==> config.mk <==
export PLATFORM = sky130hd
export DESIGN_NAME = pc_seq
export DESIGN_NICKNAME = d
export VERILOG_FILES = /design/src/rtl/pico_seq_pkg.sv /design/src/rtl/pc_next_mux.sv /design/src/rtl/pc_seq.sv
export SDC_FILE = /design/constraint.sdc
export NUM_CORES = 1
export LEC_CHECK = 0
export CORE_UTILIZATION = 40
export CTS_CLUSTER_DIAMETER = 30
export CTS_CLUSTER_SIZE = 25
export DETAILED_ROUTE_END_ITERATION = 16
export MAX_ROUTING_LAYER = met4
export PLACE_DENSITY = 0.73
export SLEW_MARGIN = 5
export SYNTH_ARGS = -nofsm -noshare
export SYNTH_HDL_FRONTEND = slang
export SYNTH_HIERARCHICAL = 1
export SYNTH_SLANG_ARGS = --single-unit
==> constraint.sdc <==
create_clock -name clk -period 2.9 [get_ports clk]
set_input_delay 0.58 -clock clk [delete_from_list [all_inputs] [get_ports clk]]
set_output_delay 0.58 -clock clk [all_outputs]
set_load 0.1 [all_outputs]
==> src/rtl/pico_seq_pkg.sv <==
// Shared types for the picoMIPS instruction sequencer: op classes, FSM states, next-PC select.
package pico_seq_pkg;

  localparam int unsigned OP_W    = 3;
  localparam int unsigned STATE_W = 3;

  typedef enum logic [OP_W-1:0] {
    OP_ALU    = 3'd0,
    OP_BRANCH = 3'd1,
    OP_READ   = 3'd2,
    OP_MUL    = 3'd3,
    OP_HALT   = 3'd4
  } op_class_t;

  typedef enum logic [STATE_W-1:0] {
    RUN      = 3'd0,
    WAIT_IN  = 3'd1,
    WAIT_REL = 3'd2,
    MUL_BUSY = 3'd3,
    HALTED   = 3'd4
  } seq_state_t;

  typedef enum logic [1:0] {
    PC_HOLD = 2'd0,
    PC_INC  = 2'd1,
    PC_LOAD = 2'd2
  } pc_sel_t;

endpackage

==> src/rtl/pc_next_mux.sv <==
// Combinational next-PC select: hold, increment (wraps modulo 2^Psize) or absolute target.
module pc_next_mux
  import pico_seq_pkg::*;
#(
  parameter int unsigned Psize = 6
) (
  input  pc_sel_t          sel,
  input  logic [Psize-1:0] pc,
  input  logic [Psize-1:0] target,
  output logic [Psize-1:0] pc_next
);

  always_comb begin
    pc_next = pc;
    unique case (sel)
      PC_INC:  pc_next = pc + Psize'(1);
      PC_LOAD: pc_next = target;
      default: pc_next = pc;
    endcase
  end

endmodule

==> src/rtl/pc_seq.sv <==
// picoMIPS sequencer: owns the PC, stalls for switch input / multiply / halt, gates reg_we.
// Optional build macro PC_SEQ_STEP_EN adds a 'step' input that gates execution in RUN.
module pc_seq
  import pico_seq_pkg::*;
#(
  parameter int unsigned Psize = 6
) (
  input  logic             clk,
  input  logic             reset,
  input  logic [OP_W-1:0]  op_class,
  input  logic             br_cond,
  input  logic [Psize-1:0] br_target,
  input  logic             in_valid,
  input  logic             mul_done,
`ifdef PC_SEQ_STEP_EN
  input  logic             step,
`endif
  output logic [Psize-1:0] pc_out,
  output logic             reg_we,
  output logic             in_ack,
  output logic             mul_start,
  output logic             halted
);

  seq_state_t       state, state_nxt;
  pc_sel_t          sel;
  logic [Psize-1:0] pc_nxt;
  logic             exec;
  op_class_t        opc;

  assign opc = op_class_t'(op_class);

`ifdef PC_SEQ_STEP_EN
  assign exec = step;
`else
  assign exec = 1'b1;
`endif

  pc_next_mux #(.Psize(Psize)) u_mux (
    .sel     (sel),
    .pc      (pc_out),
    .target  (br_target),
    .pc_next (pc_nxt)
  );

  // State and PC registers
  always_ff @(posedge clk) begin
    if (reset) begin
      state  <= RUN;
      pc_out <= '0;
    end else begin
      state  <= state_nxt;
      pc_out <= pc_nxt;
    end
  end

  // Next state, PC select and Mealy enables; reset suppresses every enable
  always_comb begin
    state_nxt = state;
    sel       = PC_HOLD;
    reg_we    = 1'b0;
    in_ack    = 1'b0;
    mul_start = 1'b0;
    if (!reset) begin
      unique case (state)
        RUN: begin
          if (exec) begin
            unique case (opc)
              OP_ALU: begin
                reg_we = 1'b1;
                sel    = PC_INC;
              end
              OP_BRANCH: sel = br_cond ? PC_LOAD : PC_INC;
              OP_READ: begin
                if (in_valid) begin
                  reg_we    = 1'b1;
                  in_ack    = 1'b1;
                  sel       = PC_INC;
                  state_nxt = WAIT_REL;
                end else begin
                  state_nxt = WAIT_IN;
                end
              end
              OP_MUL: begin
                mul_start = 1'b1;
                state_nxt = MUL_BUSY;
              end
              OP_HALT: state_nxt = HALTED;
              default: sel = PC_INC;
            endcase
          end
        end
        WAIT_IN: begin
          if (in_valid) begin
            reg_we    = 1'b1;
            in_ack    = 1'b1;
            sel       = PC_INC;
            state_nxt = WAIT_REL;
          end
        end
        // Wait for switch release so one press is read once
        WAIT_REL: if (!in_valid) state_nxt = RUN;
        MUL_BUSY: begin
          if (mul_done) begin
            reg_we    = 1'b1;
            sel       = PC_INC;
            state_nxt = RUN;
          end
        end
        HALTED:  state_nxt = HALTED;
        default: state_nxt = RUN;
      endcase
    end
  end

  assign halted = (state == HALTED);

endmodule

## Word level (Yosys, flattened, before mapping)

Cells that the tools add are included.
Widths: inputs -> output; s select.

- Input bits: 14
- Output and inout port bits: 10
- Word-level logic and storage cells: 46
- Bits in registers: 9

- Add/subtract/negate cells: 1
- Mux-type cells: 24
- Reductions and logical operators: 5
- Equality and inequality tests: 14

Operators with widths:

| kind | count |
|---|---|
| $pmux 3 s5 | 1 |
| $eq 3x2->1 const B | 4 |
| $pmux 2 s3 | 2 |
| $pmux 6 s2 | 1 |
| $mux 1 | 10 |
| $mux 3 | 3 |
| $pmux 3 s3 | 1 |
| $add 6x1->6 const B | 1 |
| $eq 3x1->1 const B | 2 |
| $eq 3x3->1 const B | 2 |
| $logic_not 3->1 | 2 |
| $mux 2 | 3 |
| $ne 2x2->1 const B | 3 |
| $ne 4x1->1 const B | 1 |
| $pmux 1 s2 | 2 |
| $reduce_and 4->1 | 1 |
| $pmux 1 s3 | 1 |
| $eq 2x1->1 const B | 1 |
| $eq 2x2->1 const B | 1 |
| $reduce_bool 2->1 | 1 |
| $reduce_or 2->1 | 1 |

## Logic depth before layout (Yosys ltp)

Gate-level depths: netlist (run 1).

- Depth after elaboration: 7
- Mapped depth: 11
- Mapped depth without buffers: 10

## By module

The synthesis (run 1) kept the hierarchy.

By module, submodules not included:

| module | area an instance (um^2) | cells each | sequential area each (um^2) | times used |
|---|---|---|---|---|
| pc_seq | 533.0 | 68 | 180.2 | 1 |
| pc_next_mux | 246.5 | 38 | 0.0 | 1 |

## Worst setup path before layout (run 1)

Ideal clock, no wire load.

- Path kind: reg2out
- Start: register state[2]
- End: output port reg_we
- Path buffers: 0
- Stages on the path, launching flop included: 4
- Data required time: 2.320 ns
- Setup slack: -2.189 ns
- Arrival: 4.509 ns
- Cells stage by stage: dfxtp_1 or3_4 or4_1 a2111oi_1

- Cells in the longest elaborated chain, start to end: 3
- Elaborated cells on any way between the ends: 5
- Classes of those cells: eq/ne (2); mux (2); reduce/logical (1)

RTL lines:

| item | RTL line | text |
|---|---|---|
| start: declaration | pc_seq.sv:25 | `seq_state_t state, state_nxt;` |
| start signal: assignment | pc_seq.sv:52 | `state <= state_nxt;` |
| $eq 3x2->1, or another cell as far along | pc_seq.sv:65 | `unique case (state)` |
| $pmux 1 s3 * | pc_seq.sv:65 |  |
| $mux 1 * | pc_seq.sv:64 | `if (!reset) begin` |
| end: declaration | pc_seq.sv:19 | `output logic reg_we,` |

Mark *: on every way between the ends. The rest lies on a longest branch, timed or not.

## Worst setup path after layout (run 1)

- Start: input port mul_done
- End: register pc_out[5]

- Cells in the longest elaborated chain, start to end: 5
- Elaborated cells on any way between the ends: 7
- Classes of those cells: eq/ne (2); mux (4); reduce/logical (1)

RTL lines:

| item | RTL line | text |
|---|---|---|
| start: declaration | pc_seq.sv:14 | `input logic mul_done,` |
| $mux 1 * | pc_seq.sv:104 | `if (mul_done) begin` |
| $pmux 2 s3 * | pc_seq.sv:65 |  |
| $mux 2 * | pc_seq.sv:64 |  |
| via sel[0] | pc_seq.sv:26 | `pc_sel_t sel;` |
| $eq 2x2->1 or $eq 2x1->1 (tied branches) | pc_next_mux.sv:15 | `unique case (sel)` |
| $pmux 6 s2 * | pc_next_mux.sv:15 |  |
| via pc_nxt[5] | pc_seq.sv:27 | `logic [Psize-1:0] pc_nxt;` |
| end signal: assignment | pc_seq.sv:53 | `pc_out <= pc_nxt;` |
| end: declaration | pc_seq.sv:18 | `output logic [Psize-1:0] pc_out,` |

Mark *: on every way through the listed nets, which the timed path passes. The rest lies on a longest branch.
A chain may end at the register's enable or synchronous reset.

==> impl_metrics.xml, run 1 <==
<?xml version="1.0" encoding="UTF-8"?>
<metrics>
  <group name="run_status">
    <metric name="status" unit="">finished, final reports clean</metric>
  </group>
  <group name="placement">
    <metric name="place_hpwl" unit="mm">1.75</metric>
    <metric name="dp_cells" unit="">171</metric>
    <metric name="io_buffer_count" unit="">23</metric>
    <metric name="detailed_place.area" unit="mm^2">0.00124</metric>
    <metric name="place.gp.congestion" unit="">0.785</metric>
    <metric name="pre_cts_ws" unit="ns">-0.376</metric>
  </group>
  <group name="clock_network">
    <metric name="cts_htree_levels" unit="">1</metric>
    <metric name="tritoncts.num_buffers" unit="">3</metric>
    <metric name="clock_latency" unit="ns">0.26</metric>
    <metric name="cts_num_sinks" unit="">9</metric>
    <metric name="clockRootBuffer" unit="">sky130_fd_sc_hd__clkbuf_4</metric>
    <metric name="clkTransAtPathRegs" unit="ns">0.06</metric>
    <metric name="clock_tree.buffer_depth" unit="">2</metric>
    <metric name="cts_tree" unit="">done</metric>
    <metric name="number_of_buffers_inserted_for_hold_repair_after_clock_tree_synthesis" unit="">0</metric>
  </group>
  <group name="grt">
    <metric name="grt.met3_usage" unit="%">7.06</metric>
    <metric name="antenna_found_initial" unit="">0</metric>
    <metric name="groute.usage.overall" unit="%">24.4</metric>
    <metric name="met2_usage" unit="%">36.9</metric>
    <metric name="grt_pass1_wl" unit="mm">3.66</metric>
    <metric name="maximum_number_of_pins_on_one_net_before_global_route_repair" unit="">13</metric>
    <metric name="grtUsageMet1" unit="%">33.4</metric>
    <metric name="grt_pass1_vias" unit="">849</metric>
    <metric name="grt_most_used_layer" unit="">met2</metric>
    <metric name="gr-total-overflow" unit="">0</metric>
  </group>
  <group name="worst_setup_path">
    <metric name="cp_data_required_time" unit="ns">3.06</metric>
    <metric name="worstSetupStartpoint" unit="">mul_done</metric>
    <metric name="critical_path.endpoint_type" unit="">flop</metric>
    <metric name="cp_slowest_stage_delay" unit="ns">0.48</metric>
    <metric name="crit_top_cell" unit="">sky130_fd_sc_hd__mux2i_1</metric>
    <metric name="cp.arrival" unit="ns">2.91</metric>
    <metric name="r2r-end" unit="">pc_out[5]</metric>
    <metric name="worstSetupEndpoint" unit="">pc_out[5]</metric>
    <metric name="critical_path.slowest_cell" unit="">sky130_fd_sc_hd__clkdlybuf4s50_1</metric>
    <metric name="r2r_setup_slack" unit="ns">0.22</metric>
    <metric name="rr_worst_depth" unit="">11</metric>
    <metric name="crit_chain" unit="">clkdlybuf4s50_1 -&gt; mux2i_1 -&gt; nor2_2 -&gt; a31oi_4 -&gt; a2111oi_4 -&gt; buf_4 -&gt; inv_1 -&gt; ha_1 -&gt; nand4b_1 -&gt; mux2i_1 -&gt; a211o_1 -&gt; nor2b_1</metric>
    <metric name="timing_worst_setup_path_type" unit="">in2reg</metric>
    <metric name="worstPathMaxFanout" unit="">2</metric>
    <metric name="reg2reg_from" unit="">state[2]</metric>
    <metric name="start_kind" unit="">primary input</metric>
  </group>
  <group name="timing">
    <metric name="hold_viol" unit="">0</metric>
    <metric name="finalSetupViolations" unit="">0</metric>
    <metric name="clock.fmax" unit="GHz">0.363</metric>
    <metric name="final.setup_skew" unit="ns">0.00758</metric>
    <metric name="final-max-slew-violation-count" unit="">0</metric>
    <metric name="fin_ws" unit="ns">0.144</metric>
    <metric name="unrepaired_setup_endpoints_after_global_routing" unit="">no</metric>
    <metric name="layout_worst_path_cycle_share" unit="%">95.0</metric>
    <metric name="tightest_slew" unit="ns">0.438</metric>
    <metric name="final_period_minus_worst_setup_slack" unit="ns">2.76</metric>
    <metric name="fin_worst_hold_slack" unit="ns">0.632</metric>
    <metric name="maxSlewHeadroom" unit="%">70.0</metric>
  </group>
  <group name="synth">
    <metric name="post_synth_main_area_contributors" unit="">sky130_fd_sc_hd__dfxtp_1 23%, sky130_fd_sc_hd__a21oi_1 5.8%, sky130_fd_sc_hd__nor2b_1 5.6%</metric>
    <metric name="asyncSetResetFlopFracSynth" unit="%">0</metric>
    <metric name="postSynth.topFlopCell" unit="">sky130_fd_sc_hd__dfxtp_1</metric>
    <metric name="post_synth_most_frequent_cells" unit="">9 x sky130_fd_sc_hd__a21oi_1, 9 x sky130_fd_sc_hd__dfxtp_1, 9 x sky130_fd_sc_hd__inv_1, 9 x sky130_fd_sc_hd__nand2_1, 8 x sky130_fd_sc_hd__nor2_1</metric>
    <metric name="synth.largest_area_cell" unit="">sky130_fd_sc_hd__dfxtp_1</metric>
    <metric name="netlist.area_leader.share" unit="%">23.1</metric>
    <metric name="synth_enable_flop_cells" unit="">0</metric>
    <metric name="synthesis.instances" unit="">106</metric>
    <metric name="postSynthNetCount" unit="">123</metric>
    <metric name="synth_sequential_area_ratio" unit="%">23.1</metric>
    <metric name="flip_flop_and_latch_count_after_synthesis" unit="">9</metric>
    <metric name="area_of_the_mapped_netlist" unit="um^2">779</metric>
    <metric name="total_number_of_yosys_warnings" unit="">6</metric>
    <metric name="syn-mean-instance-area" unit="um^2">7.35</metric>
    <metric name="synthDistinctLibCells" unit="">39</metric>
  </group>
  <group name="floorplan">
    <metric name="design.core.area" unit="mm^2">0.00178</metric>
    <metric name="floorplan.initialDensity" unit="%">43.7</metric>
    <metric name="io-pin-count" unit="">24</metric>
    <metric name="die_w" unit="um">46.1</metric>
    <metric name="die_area" unit="mm^2">0.00213</metric>
    <metric name="die_y" unit="um">46.1</metric>
    <metric name="floorplan.rows" unit="">15</metric>
  </group>
  <group name="layout">
    <metric name="finalNonFillerCells" unit="">178</metric>
    <metric name="fillers" unit="">120</metric>
    <metric name="synthToLayoutAreaGrowth" unit="%">75.9</metric>
    <metric name="final_area" unit="mm^2">0.00137</metric>
    <metric name="antennaDiodeCount" unit="">0</metric>
    <metric name="drive_gt1_share" unit="%">35.9</metric>
    <metric name="num-nets-final" unit="">171</metric>
  </group>
  <group name="flow_run">
    <metric name="maxCapViolations" unit="">0</metric>
  </group>
  <group name="detailed_routing">
    <metric name="detail_route.drc_violations" unit="">0</metric>
    <metric name="routed_wirelength" unit="mm">2.47</metric>
    <metric name="via_count" unit="">989</metric>
    <metric name="number_of_iterations_in_the_first_detailed_routing_pass" unit="">4</metric>
    <metric name="routed_wire_length_per_instance" unit="um">13.9</metric>
    <metric name="drt_iter0_drc" unit="">27</metric>
    <metric name="route.detailed.vias_per_inst" unit="">5.56</metric>
    <metric name="antenna_left" unit="">0</metric>
  </group>
  <group name="power">
    <metric name="leakage" unit="nW">0.603</metric>
    <metric name="peakVddDrop" unit="uV">257</metric>
    <metric name="power_density" unit="mW/mm^2">398</metric>
    <metric name="fin_total_pwr" unit="mW">0.546</metric>
  </group>
  <group name="min_path">
    <metric name="hold_class" unit="">reg2reg</metric>
  </group>
</metrics>
-- worst max-delay path: cells and delay by family --
family | cells | cell delay [ns]
AO/OA/AOI/OAI | 3 | 0.62
adder cells (fa/ha/maj) | 1 | 0.30
buffers and inverters | 3 | 0.67
multiplexers | 2 | 0.25
AND/OR/NAND/NOR | 3 | 0.49
-- stage by stage --
step	setup TNS, ns	util, %
floorplan	-0.129	-
global placement	-0.663	69.3
detailed placement	-1.35	69.3
CTS	-0.0133	71.5
global route	0	76.9
finish	0	76.9
-- cells in the final DEF (no fill, tap or decap), types with 2 or more instances in the layout --
master / count
sky130_fd_sc_hd__clkdlybuf4s50_1: 9
sky130_fd_sc_hd__o21ai_0: 2
sky130_fd_sc_hd__nand2_1: 9
sky130_fd_sc_hd__nand4b_1: 2
sky130_fd_sc_hd__ha_1: 3
sky130_fd_sc_hd__nand3_1: 2
sky130_fd_sc_hd__o22ai_1: 5
sky130_fd_sc_hd__clkbuf_4: 3
sky130_fd_sc_hd__a221oi_1: 2
sky130_fd_sc_hd__nor2b_1: 7
sky130_fd_sc_hd__o21ai_1: 2
sky130_fd_sc_hd__a2111oi_4: 2
sky130_fd_sc_hd__inv_1: 9
sky130_fd_sc_hd__a21oi_1: 8
sky130_fd_sc_hd__dlymetal6s2s_1: 4
sky130_fd_sc_hd__nor2_2: 2
sky130_fd_sc_hd__a2bb2oi_1: 2
sky130_fd_sc_hd__dfxtp_1: 9
sky130_fd_sc_hd__nor2_1: 5
sky130_fd_sc_hd__buf_4: 33
sky130_fd_sc_hd__mux2i_1: 4
sky130_fd_sc_hd__buf_12: 3
-- cells by family after synthesis --
kind of cell             after synthesis  synth area share, %
flip-flops                             9                 23.1
multiplexers                           4                 5.14
adder cells (fa/ha/maj)                3                 4.82
AO/OA/AOI/OAI                         35                 30.7
AND/OR/NAND/NOR                       40                 28.4
buffers and inverters                 15                 7.86
-- worst min path at each step --
stage	endpoint	start	cells past startpoint
final	pc_out[4]	pc_out[4]	3
after global routing	pc_out[4]	pc_out[4]	3
after CTS	pc_out[4]	pc_out[4]	3
after detailed placement	pc_out[4]	pc_out[4]	3
after global placement	pc_out[5]	pc_out[5]	2
after floorplan	state[2]	state[2]	2
-- power by group --
group          switching, mW  internal [mW]
Sequential           0.00850          0.132
Clock                 0.0432         0.0530
Combinational          0.170          0.139
Total                  0.221          0.324
-- final cells by class --
| class | count | area (um^2) | area share [%] |
|---|---|---|---|
| repair buffers | 49 | 448 | 32.7 |
| multi-input cells | 82 | 652 | 47.5 |
| flip-flops and latches | 9 | 180 | 13.1 |
| well taps | 25 | 31.3 | 2.28 |
| inverters | 9 | 33.8 | 2.46 |
| clock buffers | 4 | 26.3 | 1.92 |
-- state kept, by name, summed over array words and instances (netlist names) --
signal  cells
state       3
pc_out      6
-- per-layer routing --
layer  vias up  share of wire, %
li1        489                 -
met5         -                 0
met3         4               3.5
met1       472                48
met4         0               1.5
met2        24                47
-- what timing repair did --
action	4_1_cts	5_1_grt
gates resized for setup	4	16
endpoints found under the setup margin	2	5
pin swaps	2	3
setup buffers	0	3
(Power assumes the default switching activity.)
==> run 2, diff against run 1 <==
--- a/config.mk
+++ b/config.mk
@@ -9,8 +9,8 @@
 export CTS_CLUSTER_DIAMETER = 30
 export CTS_CLUSTER_SIZE = 25
 export DETAILED_ROUTE_END_ITERATION = 16
-export MAX_ROUTING_LAYER = met4
 export PLACE_DENSITY = 0.73
+export REMOVE_ABC_BUFFERS = 1
 export SLEW_MARGIN = 5
 export SYNTH_ARGS = -nofsm -noshare
 export SYNTH_HDL_FRONTEND = slang
==> impl_metrics.xml, run 2 (synthesized netlist as in run 1, its figures left out) <==
<?xml version="1.0" encoding="UTF-8"?>
<metrics>
  <group name="run_status">
    <metric name="status" unit="">finished, final reports clean</metric>
  </group>
  <group name="min_path">
    <metric name="hold_class" unit="">reg2reg</metric>
    <metric name="hold_path_startpoint" unit="">pc_out[4]</metric>
    <metric name="hold_path_end" unit="">pc_out[4]</metric>
    <metric name="instance_count_along_the_most_critical_hold_path" unit="">3</metric>
  </group>
  <group name="placement">
    <metric name="pre_cts_ws" unit="ns">-0.266</metric>
    <metric name="io_buffer_count" unit="">23</metric>
    <metric name="place.gp.congestion" unit="">0.869</metric>
    <metric name="place_hpwl" unit="mm">1.72</metric>
  </group>
  <group name="worst_setup_path">
    <metric name="reg2reg_from" unit="">state[2]</metric>
    <metric name="timing_worst_setup_path_type" unit="">in2out</metric>
    <metric name="cp.arrival" unit="ns">2.17</metric>
    <metric name="rr_worst_depth" unit="">11</metric>
    <metric name="worstPathMaxFanout" unit="">6</metric>
    <metric name="r2r-end" unit="">pc_out[5]</metric>
    <metric name="start_kind" unit="">primary input</metric>
    <metric name="cp_data_required_time" unit="ns">2.32</metric>
    <metric name="r2r_setup_slack" unit="ns">0.34</metric>
    <metric name="critical_path.endpoint_type" unit="">output pin</metric>
  </group>
  <group name="clock_network">
    <metric name="clock_tree.buffer_depth" unit="">2</metric>
    <metric name="tritoncts.num_buffers" unit="">3</metric>
    <metric name="clockRootBuffer" unit="">sky130_fd_sc_hd__clkbuf_4</metric>
    <metric name="cts_tree" unit="">done</metric>
    <metric name="clkTransAtPathRegs" unit="ns">0.06</metric>
    <metric name="clock_latency" unit="ns">0.25</metric>
    <metric name="cts_num_sinks" unit="">9</metric>
    <metric name="cts_htree_levels" unit="">1</metric>
    <metric name="number_of_buffers_inserted_for_hold_repair_after_clock_tree_synthesis" unit="">0</metric>
  </group>
  <group name="timing">
    <metric name="tightest_slew" unit="ns">0.601</metric>
    <metric name="finalSetupViolations" unit="">0</metric>
    <metric name="final_period_minus_worst_setup_slack" unit="ns">2.75</metric>
    <metric name="fin_ws" unit="ns">0.148</metric>
    <metric name="layout_worst_path_cycle_share" unit="%">94.9</metric>
    <metric name="final.setup_skew" unit="ns">0.000652</metric>
    <metric name="setup_tns_final" unit="ns">0</metric>
    <metric name="final-max-slew-violation-count" unit="">0</metric>
    <metric name="clock.fmax" unit="GHz">0.363</metric>
    <metric name="unrepaired_setup_endpoints_after_global_routing" unit="">no</metric>
    <metric name="hold_viol" unit="">0</metric>
    <metric name="fin_worst_hold_slack" unit="ns">0.624</metric>
    <metric name="maxSlewHeadroom" unit="%">58.9</metric>
  </group>
  <group name="detailed_routing">
    <metric name="met1Wirelength" unit="um">920</metric>
    <metric name="route.detailed.vias_per_inst" unit="">5.63</metric>
    <metric name="via_count" unit="">997</metric>
    <metric name="drt_iter0_drc" unit="">17</metric>
    <metric name="met3WireLength" unit="um">151</metric>
    <metric name="number_of_iterations_in_the_first_detailed_routing_pass" unit="">4</metric>
    <metric name="routed_wire_length_per_instance" unit="um">13.1</metric>
    <metric name="routed-wl-met2" unit="mm">1.21</metric>
    <metric name="detail_route.drc_violations" unit="">0</metric>
    <metric name="routed_wirelength" unit="mm">2.31</metric>
    <metric name="route.top_layer_used" unit="">met4</metric>
    <metric name="antenna_left" unit="">0</metric>
  </group>
  <group name="layout">
    <metric name="fillers" unit="">139</metric>
    <metric name="layout_commonest_cell" unit="">sky130_fd_sc_hd__buf_4</metric>
    <metric name="num-nets-final" unit="">170</metric>
    <metric name="registers.top_by_ff_count" unit="">pc_out</metric>
    <metric name="synthToLayoutAreaGrowth" unit="%">66.6</metric>
    <metric name="post-route-util" unit="%">72.8</metric>
    <metric name="largest_register_ff_count" unit="">6</metric>
    <metric name="drive_gt1_share" unit="%">30.9</metric>
    <metric name="reg_top3" unit="">pc_out: 6 flops, state: 3 flops</metric>
    <metric name="antennaDiodeCount" unit="">0</metric>
  </group>
  <group name="floorplan">
    <metric name="die_y" unit="um">46.1</metric>
    <metric name="die_w" unit="um">46.1</metric>
    <metric name="design.core.area" unit="mm^2">0.00178</metric>
    <metric name="die_area" unit="mm^2">0.00213</metric>
    <metric name="floorplan.initialDensity" unit="%">43.7</metric>
    <metric name="io-pin-count" unit="">24</metric>
    <metric name="floorplan.rows" unit="">15</metric>
  </group>
  <group name="grt">
    <metric name="grt_pass1_wl" unit="mm">3.55</metric>
    <metric name="groute.usage.overall" unit="%">23.3</metric>
    <metric name="grt_pass1_vias" unit="">861</metric>
    <metric name="gr-total-overflow" unit="">0</metric>
    <metric name="antenna_found_initial" unit="">0</metric>
    <metric name="maximum_number_of_pins_on_one_net_before_global_route_repair" unit="">13</metric>
  </group>
  <group name="power">
    <metric name="leakage" unit="nW">0.559</metric>
    <metric name="peakVddDrop" unit="uV">190</metric>
    <metric name="power_density" unit="mW/mm^2">397</metric>
  </group>
  <group name="flow_run">
    <metric name="maxCapViolations" unit="">0</metric>
  </group>
</metrics>
run 2: worst max path at each step:
| stage | startpoint | slack (ns) | end | cells after the start |
|---|---|---|---|---|
| after floorplan | state[0] | -2.23 | reg_we | 3 |
| after global placement | op_class[2] | -0.22 | pc_out[5] | 12 |
| final | op_class[1] | 0.15 | reg_we | 6 |
| after detailed placement | op_class[2] | -0.27 | pc_out[5] | 12 |
| after global routing | mul_done | 0.009 | pc_out[5] | 12 |
| after CTS | op_class[2] | 0.02 | reg_we | 6 |
run 2: report_power, final:
part | switching (mW) | internal [mW]
sequential | 0.00789 | 0.132
clock | 0.0393 | 0.0527
combinational | 0.158 | 0.125
run 2: metrics by stage:
| step | cells | total power, mW | instance area [um^2] |
|---|---|---|---|
| floorplan | 100 | 0.291 | 752 |
| global placement | 173 | 0.399 | 1210 |
| detailed placement | 173 | 0.404 | 1210 |
| CTS | 177 | 0.507 | 1260 |
| global route | 177 | 0.548 | 1300 |
| finish | 177 | 0.515 | 1300 |
run 2: worst max-delay path: stages:
cell and delay, ns:
sky130_fd_sc_hd__dlygate4sd2_1 0.28, sky130_fd_sc_hd__buf_4 0.17, sky130_fd_sc_hd__or4_4 0.52, sky130_fd_sc_hd__a2111oi_4 0.30, sky130_fd_sc_hd__buf_4 0.17, sky130_fd_sc_hd__buf_12 0.16
run 2: area by class of cell:
cell class	count	area [um^2]	share of cell area [%]
clock buffer	4	26.3	2.02
inverter	9	33.8	2.60
multi-input combinational	82	594	45.8
sequential	9	180	13.9
tap	25	31.3	2.41
timing repair buffer	48	433	33.3
run 2: what timing repair did:
item	CTS	global route
pin swaps	1	4
resized for setup	6	7
endpoints found under the setup margin	2	6
buffers inserted	0	0
cloned	0	0
run 2: per-layer routing:
metal,vias up,GRT usage [%]
met1,461,25.9
met2,46,41.1
met5,-,0
met3,4,4.71
met4,0,11.8
li1,486,-
==> RTL edit, RTL diff (flow settings as in run 2) <==
`Psize` is set to 6 in 2 places; all go to 3.
--- a/src/rtl/pc_next_mux.sv
+++ b/src/rtl/pc_next_mux.sv
@@ -2,7 +2,7 @@
 module pc_next_mux
   import pico_seq_pkg::*;
 #(
-  parameter int unsigned Psize = 6
+  parameter int unsigned Psize = 3
 ) (
   input  pc_sel_t          sel,
   input  logic [Psize-1:0] pc,
--- a/src/rtl/pc_seq.sv
+++ b/src/rtl/pc_seq.sv
@@ -3,7 +3,7 @@
 module pc_seq
   import pico_seq_pkg::*;
 #(
-  parameter int unsigned Psize = 6
+  parameter int unsigned Psize = 3
 ) (
   input  logic             clk,
   input  logic             reset,
Interface: changed (resized br_target and pc_out); port bits go from 24 to 18. The function was not compared with the original's and may differ.
==> RTL edit against run 2 <==
- wire length is 37% lower
- sequential cell count down 3
- non-clock buffer count fell by 16
- cell area fell by 32%
- die area is 29% lower
- critical endpoint is now pc_out[2]
- area after synthesis is 30% lower
- via count shrank 38%
- worst setup slack got worse by 0.0021 ns
- largest cell class unchanged
- total power fell by 37%
- first-iteration DRC count fell by 18%
- count of clock-buffer cells in the layout down 1
- register-to-register slack better by 0.20 ns
==> RTL edit: results <==
export IMPL_outcome="completed"
export IMPL_n_all_buffers=32
export IMPL_cts_root_buf="clkbuf_4"
export IMPL_drt_first_pass_iters=4
export IMPL_ys_seq_area_frac=0.219
export IMPL_p_int_uw=205
export IMPL_seq_area_um2=120
export IMPL_synthAdderAreaFrac=0.0685
export IMPL_crit_fanout=3
export IMPL_synth_common_cells="8 x nor2_1, 6 x a21oi_1, 6 x dfxtp_1, 6 x inv_1, 5 x nand2_1"
export IMPL_grt_util_met2=0.346
export IMPL_async_reset_ff_frac=0
export IMPL_inv_count=6
export IMPL_first_global_vias=524
export IMPL_grt_first_pass_wirelength_mm=2.26
export IMPL_place_inst=114
export IMPL_wl_mm=1.45
export IMPL_vias=621
export IMPL_synth_mux_area_frac=0.0205
export IMPL_clock_area_frac=0.0257
export IMPL_grt_max_degree=15
export IMPL_dpl_worst_slack_ns=-0.145
export IMPL_reg_largest_list="pc_out: 3 flops, state: 3 flops"
export IMPL_skew_ns=0.00270
export IMPL_dp_hpwl_mm=1.18
export IMPL_avgSynthCellArea_um2=7.61
export IMPL_wl_met2_um=664
export IMPL_io_buffers=17
export IMPL_p_leak_uw=0.000362
export IMPL_rows=12
export IMPL_place_congestion=0.907
export IMPL_synth_area_leaders="dfxtp_1 22%, ha_1 6.8%, a21oi_1 5.5%"
export IMPL_use_met3=0
export IMPL_power_density_mw_per_mm2=372
export IMPL_slowest_stage="clkdlybuf4s50_1"
export IMPL_area_growth_pct=60.0
export IMPL_multi_input_cells=57
export IMPL_synthDistinctLibCells=32
export IMPL_arrival_ns=2.89
export IMPL_globalRouteMet1Util=0.306
export IMPL_synth_compound_area_share=0.288
export IMPL_drt_iter0_markers=14
export IMPL_stdcell_count=118
export IMPL_wl_met1_um=720
export IMPL_n_clock_buffer=3
export IMPL_critPathMaxStageDelay_ns=0.52
export IMPL_ys_seq_elements=6
export IMPL_p_clk_uw=74.3
export IMPL_placed_cell_area_um2=841
export IMPL_relSlewSlack=0.676
export IMPL_ir_drop_uv=197
export IMPL_pg_comb_uw=151
export IMPL_cp_top_family="compound AO/OA/AOI/OAI gates"
export IMPL_drive_above_1_share=0.288
export IMPL_multi_input_area_share=0.447
export IMPL_dr_wl_met3_um=62
export IMPL_n_fill_cell=98
export IMPL_buffer_area_frac=0.345
export IMPL_grt_util_all_layers=0.212
export IMPL_dr_max_layer_used="met3"
[RTL edit: cell count changes after synthesis, moves of 3 or more]
cell      before  now
clkbuf_1       4    1
a21oi_1        9    6
dfxtp_1        9    6
mux2i_1        4    0
nand2_1        9    5
nor2b_1        7    3
nor4_1         0    3
o22ai_1        5    0
inv_1          9    6
[RTL edit: path summary, 6_finish.rpt]
check	start	slack, ns	to	cells past startpoint
min reg2reg	pc_out[1]	0.60	pc_out[1]	3
max	op_class[1]	0.15	pc_out[2]	11
min	pc_out[1]	0.60	pc_out[1]	3
max reg2reg	state[1]	0.54	pc_out[2]	10
[RTL edit: what timing repair did]
item	CTS	global route
resized for setup	0	1
setup buffers	0	1
setup endpoints to repair	0	1
[RTL edit: cell families (layout without fill, tap and decap cells)]
logic type                 Yosys count  after routing
and+or+nand+nor                     33             33
muxes                                1              1
adders and majority gates            3              3
buffers and inverters                9             41
AOI/OAI and AO/OA                   20             20
DFF                                  6              6
